### config.mk
export PLATFORM = sky130hd
export DESIGN_NAME = dpram_port_arbiter
export DESIGN_NICKNAME = d
export VERILOG_FILES = /design/src/rtl/dpram_port_arbiter.sv
export SDC_FILE = /design/constraint.sdc
export NUM_CORES = 1
export LEC_CHECK = 0
export BUFFER_PORTS_ARGS = -buffer_cell sky130_fd_sc_hd__buf_2
export CORE_UTILIZATION = 30
export DETAILED_ROUTE_END_ITERATION = 10
export MAX_ROUTING_LAYER = met4
export PLACE_DENSITY = 0.74
export SLEW_MARGIN = 20
export SYNTH_ARGS = -nofsm -noshare
export SYNTH_HDL_FRONTEND = slang
export SYNTH_SLANG_ARGS = --single-unit
### constraint.sdc
create_clock -name clk -period 3.3 [get_ports clk]
set_input_delay 0.33 -clock clk [delete_from_list [all_inputs] [get_ports clk]]
set_output_delay 0.33 -clock clk [all_outputs]
set_load 0.005 [all_outputs]
### src/rtl/dpram_port_arbiter.sv
// Round-robin arbiter sharing RAM port A among NREQ requesters, with
// optional locked bursts of up to MAX_BURST beats per owner.
module dpram_port_arbiter #(
  parameter int NREQ      = 4,
  parameter int ADDR_W    = 8,
  parameter int DATA_W    = 8,
  parameter int MAX_BURST = 4
) (
  input  logic                     clk,
  input  logic                     rst_n,
  input  logic [NREQ-1:0]          req,
  input  logic [NREQ-1:0]          lock,
  input  logic [NREQ-1:0]          we,
  input  logic [NREQ*ADDR_W-1:0]   addr,
  input  logic [NREQ*DATA_W-1:0]   wdata,
  output logic [NREQ-1:0]          gnt,
  output logic [NREQ-1:0]          rvalid,
  output logic [DATA_W-1:0]        rdata,
  output logic [ADDR_W-1:0]        ram_addr_a,
  output logic [DATA_W-1:0]        ram_data_in_a,
  output logic                     ram_we_a,
  input  logic [DATA_W-1:0]        ram_data_out_a
);

  localparam int IW = (NREQ > 1) ? $clog2(NREQ) : 1;

  typedef enum logic {ARB, LOCK} state_t;

  state_t          state_q, state_d;
  logic [IW-1:0]   ptr_q, ptr_d;
  logic [IW-1:0]   owner_q, owner_d;
  logic [7:0]      beat_q, beat_d;
  logic [NREQ-1:0] rvalid_q, rvalid_d;
  logic [NREQ-1:0] gnt_c;
  logic            found;
  logic [IW-1:0]   win;

  // Round-robin search: first requester after ptr, wrapping around.
  always_comb begin
    found = 1'b0;
    win   = '0;
    for (int k = 0; k < NREQ; k++) begin
      if (!found && req[(int'(ptr_q) + 1 + k) % NREQ]) begin
        found = 1'b1;
        win   = IW'((int'(ptr_q) + 1 + k) % NREQ);
      end
    end
  end

  // Grant generation and next-state for the ARB/LOCK FSM.
  always_comb begin
    state_d = state_q;
    ptr_d   = ptr_q;
    owner_d = owner_q;
    beat_d  = beat_q;
    gnt_c   = '0;
    case (state_q)
      ARB: begin
        if (found) begin
          gnt_c[win] = 1'b1;
          ptr_d      = win;
          if (lock[win] && (MAX_BURST > 1)) begin
            state_d = LOCK;
            owner_d = win;
            beat_d  = 8'd1;
          end
        end
      end
      LOCK: begin
        // Owner keeps the port; everyone else waits. Returning with
        // ptr = owner makes the owner lowest priority next round.
        if (req[owner_q]) begin
          gnt_c[owner_q] = 1'b1;
          beat_d         = beat_q + 8'd1;
          if (!lock[owner_q] || ((beat_q + 8'd1) == 8'(MAX_BURST))) begin
            state_d = ARB;
            ptr_d   = owner_q;
          end
        end else begin
          state_d = ARB;
          ptr_d   = owner_q;
        end
      end
      default: state_d = ARB;
    endcase
    // No grants can escape while the block is held in reset.
    if (!rst_n) gnt_c = '0;
  end

  // Read beats produce rvalid one cycle later, matching RAM latency.
  always_comb begin
    rvalid_d = gnt_c & ~we;
  end

  // Steer the granted requester onto RAM port A; idle port drives zeros.
  always_comb begin
    ram_addr_a    = '0;
    ram_data_in_a = '0;
    for (int i = 0; i < NREQ; i++) begin
      if (gnt_c[i]) begin
        ram_addr_a    = addr[i*ADDR_W +: ADDR_W];
        ram_data_in_a = wdata[i*DATA_W +: DATA_W];
      end
    end
    ram_we_a = |(gnt_c & we);
  end

  // State registers; reset leaves ptr at NREQ-1 so requester 0 wins first.
  always_ff @(posedge clk or negedge rst_n) begin
    if (!rst_n) begin
      state_q  <= ARB;
      ptr_q    <= IW'(NREQ - 1);
      owner_q  <= '0;
      beat_q   <= '0;
      rvalid_q <= '0;
    end else begin
      state_q  <= state_d;
      ptr_q    <= ptr_d;
      owner_q  <= owner_d;
      beat_q   <= beat_d;
      rvalid_q <= rvalid_d;
    end
  end

  assign gnt    = gnt_c;
  assign rvalid = rvalid_q;
  assign rdata  = ram_data_out_a;

endmodule

Yosys cells after proc, flatten, opt, wreduce, memory -nomap -nowiden:

Index checks and enable logic that the tools add are counted.

* equal/unequal tests: 5
* bitwise gates (word level): 8
* muxes and demuxes: 55
* magnitude comparators: 8
* $add $sub $neg: 5
* reductions and logical operators: 18

Operator list (count)
* two-way mux 8 bit: 11
* two-way mux 1 bit: 21
* less-than comparator 3 x 4 -> 1 bit (second input constant): 4
* case mux 8 bit (2 select lines): 1
* binary-select mux 1 bit (select 2 bit): 7
* two-way mux 2 bit: 7
* two-way mux 4 bit: 3
* adder 8 x 1 -> 8 bit (second input constant): 1
* AND 4 bit: 2
* equality test 8 x 3 -> 1 bit (second input constant): 1
* case mux 4 bit (2 select lines): 1
* OR reduction 2 bit: 4
* less-than comparator 2 x 3 -> 1 bit (second input constant): 2
* AND reduction 3 bit: 2
* logical AND 1 bit: 5
* adder 2 x 1 -> 2 bit (second input constant): 2
* adder 2 bit (second input constant): 2
* AND 1 bit (first input constant): 4
* demux 1 bit (select 2 bit): 2
* greater-or-equal comparator 2 x 1 -> 1 bit (second input constant): 2
* logical NOT 1 bit: 4
* != test 2 bit (second input constant): 2
* inverter 4 bit: 1
* case mux 2 bit (2 select lines): 1
* 7 further kinds: 7

* bits of input ports: 86
* output and inout bits: 33
* register bits after elaboration: 17

Longest topological paths before layout:

* depth in word-level cells: 27
* depth in mapped cells: 9
* gate-level depth less buffers: 7

Worst setup path after synthesis:

No wires, ideal clock.

* path type: reg-to-output
* start point: reg ptr_q[0]
* end point: out ram_addr_a[0]
* stages on the path, launching flop included: 9
* data arrival time: 2.413 ns
* slack: 0.557 ns
* required time: 2.970 ns
* cell sequence: dfstp_2 buf_2 inv_2 a21o_1 a222oi_1 a31oi_1 a31o_2 buf_2 a21oi_1

* longest elaborated chain between the ends: 25

Ends and longest elaborated chain
* start: declaration: line 30 `logic [IW-1:0] ptr_q, ptr_d;`
* start signal: assignment: line 112 `ptr_q <= IW'(NREQ - 1);`
* start signal: assignment: line 118 `ptr_q <= ptr_d;`
* adder 2 x 1 -> 2 bit *: line 43, 45
* branches (longest 17 deep; another with adder 2 x 1 -> 2 bit)
* two-way mux 4 bit *: line 59 `if (found) begin`
* case mux 4 bit (2 select lines) *: line 57 `case (state_q)`
* two-way mux 4 bit *: line 87 `if (!rst_n) gnt_c = '0;`
* two-way mux 8 bit (3 in series): line 100 `if (gnt_c[i]) begin`
* two-way mux 8 bit *: line 100
* end: declaration: line 19 `output logic [ADDR_W-1:0] ram_addr_a,`

Every way passes the cells marked *. The select of a mux whose other input is x is not followed.

Final worst setup path:

* start point: reg ptr_q[1]
* end point: out ram_data_in_a[1]

* longest elaborated chain between the ends: 25

Ends and longest elaborated chain
* adder 2 x 1 -> 2 bit *: line 43, 45
* branches (longest 17 deep; another with adder 2 x 1 -> 2 bit)
* two-way mux 4 bit *: line 59
* case mux 4 bit (2 select lines) *: line 57
* two-way mux 4 bit *: line 87
* two-way mux 8 bit (3 in series): line 100
* two-way mux 8 bit *: line 100
* end: declaration: line 20 `output logic [DATA_W-1:0] ram_data_in_a,`

Marked as above.

==> impl_metrics.py <==
metrics = {
    "placed_design": {
        "dpl.hpwl_um": 4318,
        "dp_slack_ns": 0.6017,
        "globalplace.congestion": 0.8890,
        "place_area_um2": 2162,
        "portBuffers": 102,
    },
    "yosys": {
        "synth_area_per_cell_um2": 8.185,
        "synth_warnings": 0,
        "synth_async_sr_flop_share_pct": 100.0,
        "synth_nets": 290,
        "synth-seq-cells": 17,
        "ys_types": 49,
        "synth_seq_area_share_pct": 25.75,
        "syn_area_um2": 1662,
        "synth_edf_count": 0,
        "synthFlopType": "dfrtp_1",
        "syn_inst": 203,
    },
    "timing": {
        "fin_worst_skew_ns": 0.002469,
        "period_needed_ns": 2.998,
        "setup_slack_ns": 0.3019,
        "hold_violations": 0,
        "worst_slew_pin_slew_ns": 0.6874,
        "finalMaxSlewViolations": 0,
        "fmax_ghz": 0.3335,
        "holdWs_ns": 0.1628,
        "period_share_pct": 90.85,
        "rsz0062_at_grt": "false",
        "setup_tns_ns": 0,
        "setup_viol_count_final": 0,
        "slew-limit-headroom_pct": 54.18,
    },
    "clock_tree": {
        "cts-root-buf": "clkbuf_8",
        "worst_skew_pair.late_latency_ns": 0.26,
        "cts_resized": 0,
        "hold_buffers": 0,
        "cts_tree": "done",
        "cts_buffer_depth": 2,
        "cts_num_sinks": 17,
        "numCtsBuffers": 3,
        "cts_setup_buffers": 0,
        "path_clk_slew_ns": 0.07,
        "cts_max_level": 1,
    },
    "finish": {
        "final_area_um2": 2208,
        "drive_gt1_share_pct": 43.36,
        "n_antenna_cell": 0,
        "areaGrowthSynthToFinish_pct": 32.91,
        "nets": 374,
        "fill_cells": 550,
    },
    "floorplan": {
        "ios": 119,
        "initial_core_util_pct": 31.92,
        "rows": 26,
        "coreArea_um2": 5205,
        "die_area_um2": 5840,
        "fp.dieH_um": 76.42,
        "fp.dieW_um": 76.42,
    },
    "global_route": {
        "grtUsageTotal_pct": 19.97,
        "grt_util_met3_pct": 2.635,
        "gr-usage-met1_pct": 22.40,
        "grt_pass1_wl_um": 9280,
        "antenna_found_initial": 0,
        "met2_usage_pct": 36.04,
        "grt_pass1_vias": 1993,
        "grt_max_degree": 28,
        "gr-max-usage-layer": "met2",
        "grt_overflow": 0,
    },
    "critical_path": {
        "cp_slowest_cell": "dfstp_2",
        "path_max_fanout": 19,
        "crit_path_start": "ptr_q[1]",
        "criticalPathCategory": "reg2out",
        "cp-end-kind": "output port",
        "reg2reg_depth": 7,
        "worstPathArrival_ns": 2.67,
        "critical_path.endpoint": "ram_data_in_a[1]",
        "crit_required_ns": 2.97,
        "cp_top_family": "compound AO/OA/AOI/OAI gates",
        "crit_chain": "mux2_2 -> a22oi_1 -> and2_1 -> a31oi_2 -> buf_4 -> a31o_2 -> a21oi_1 -> buf_2",
        "max_stage_delay_ns": 0.62,
        "r2r_setup_slack_ns": 0.93,
        "timing.rr.end": "beat_q[7]",
        "cp.depth": 8,
        "start_kind": "flip-flop",
        "r2r_start": "ptr_q[0]",
        "worst-path-buf-inv": 2,
    },
    "hold_path": {
        "hold_path_class": "in2async",
    },
    "power": {
        "sequentialPowerShare_pct": 26.2,
        "p_sw_mw": 0.6972,
        "power_density_nw_per_um2": 679.1,
        "p_int_mw": 0.8025,
        "switching_share_pct": 46.49,
        "comb_power_share_pct": 63.2,
        "peakVddDrop_mv": 0.2525,
        "power.share.clock_pct": 10.6,
        "leakage_nw": 1.038,
    },
    "detailed_routing": {
        "drc_errors": 0,
        "ant_nets": 0,
        "dr.pass1.iters": 4,
        "wl_per_cell_um": 15.96,
        "drtIter0Drc": 122,
        "vias": 2034,
        "via_per_inst": 5.713,
        "totalWireLength_um": 5683,
    },
    "job": {
        "maxCapViolCount": 0,
    },
    "status": {
        "run_status": "completed",
    },
}
-- layout by cell type (no fill, tap or decap), types with 2 or more instances in the layout --
cell and instances:
o21ai_0 9, nand3_1 7, nand4_1 3, mux2_2 3
nor2_1 7, a21oi_1 21, buf_4 5, inv_1 9
nor2b_1 4, nand2_1 9, mux4_2 2, mux2i_1 4
clkbuf_8 3, nor4_1 3, and3_1 5, a32o_1 6
and2_1 3, dfstp_2 2, buf_2 102, a21o_1 2
inv_2 2, dfrtp_1 15, o32ai_1 16, nor3_1 2
a32oi_1 16
-- stage by stage --
stage	std cells	utilization [%]	power [mW]
2_1_floorplan	203	-	0.9976
3_3_place_gp	352	41.54	1.318
3_5_place_dp	352	41.54	1.338
4_1_cts	356	42.43	1.503
6_report	356	42.43	1.500
5_1_grt	356	42.43	1.629
-- synthesized netlist by cell type, types with 4 or more instances --
cell type | n | area (µm²)
a21oi_1 | 21 | 105.1
a32o_1 | 6 | 60.06
a32oi_1 | 16 | 140.1
and3_1 | 5 | 31.28
buf_2 | 5 | 25.02
buf_4 | 8 | 60.06
clkbuf_1 | 15 | 56.30
dfrtp_1 | 15 | 375.4
inv_1 | 9 | 33.78
mux2i_1 | 4 | 40.04
nand2_1 | 9 | 33.78
nand3_1 | 7 | 35.03
nor2_1 | 7 | 26.28
nor2b_1 | 4 | 25.02
o21ai_0 | 9 | 45.04
o32ai_1 | 16 | 140.1
-- metal layers --
layer / routed length [µm] / share of wire, % / up-vias
met5: 0 / 0 / -
met1: 2284 / 40 / 966
met4: 138 / 2.4 / 0
met3: 270 / 4.8 / 15
li1: - / - / 974
met2: 2989 / 53 / 79
-- logic make-up after synthesis --
logic type                 after synthesis  synth area share [%]
AOI/OAI and AO/OA                       91                 41.11
xor gates and xnor gates                 1                0.5272
adders and majority gates                1                0.7529
buffers and inverters                   40                 11.22
DFF                                     17                 25.75
muxes                                    9                 7.153
and+or+nand+nor                         44                 13.48
-- power by group through the flow --
stage / logic (mW) / clock network [mW] / registers, mW
floorplan: 0.685 / 0 / 0.312
global placement: 0.930 / 0 / 0.388
detailed placement: 0.945 / 0 / 0.393
CTS: 0.949 / 0.164 / 0.391
global route: 1.05 / 0.170 / 0.408
finish: 0.948 / 0.160 / 0.392
-- flip-flops by register name, indices dropped and copies added (netlist names) --
| register | cells |
|---|---|
| state_q | 1 |
| owner_q | 2 |
| ptr_q | 2 |
| rvalid | 4 |
| beat_q | 8 |
-- worst register-to-register path, delay by kind of cell (launching register included) --
family | cells | cell delay, ns
multiplexers | 1 | 0.11
buffers and inverters | 2 | 0.28
AO/OA/AOI/OAI | 4 | 1.25
flip-flops | 1 | 0.62
-- worst min-delay path by stage --
stage,end,slack [ns],cells past startpoint
floorplan,beat_q[0],0.03,0
global placement,ptr_q[0],0.44,1
detailed placement,ptr_q[0],0.44,1
CTS,ptr_q[0],0.16,1
global route,ptr_q[0],0.18,1
finish,ptr_q[1],0.16,1
-- layout make-up --
| cell class | count | area [µm²] | share of cell area, % |
|---|---|---|---|
| clock buffer | 3 | 41.29 | 1.870 |
| clock inverter | 1 | 5.005 | 0.2266 |
| inverter | 12 | 45.04 | 2.040 |
| multi-input combinational | 146 | 1054 | 47.71 |
| sequential | 17 | 427.9 | 19.38 |
| tap | 70 | 87.58 | 3.966 |
| timing repair buffer | 107 | 548.0 | 24.82 |
(Power assumes the default switching activity.)
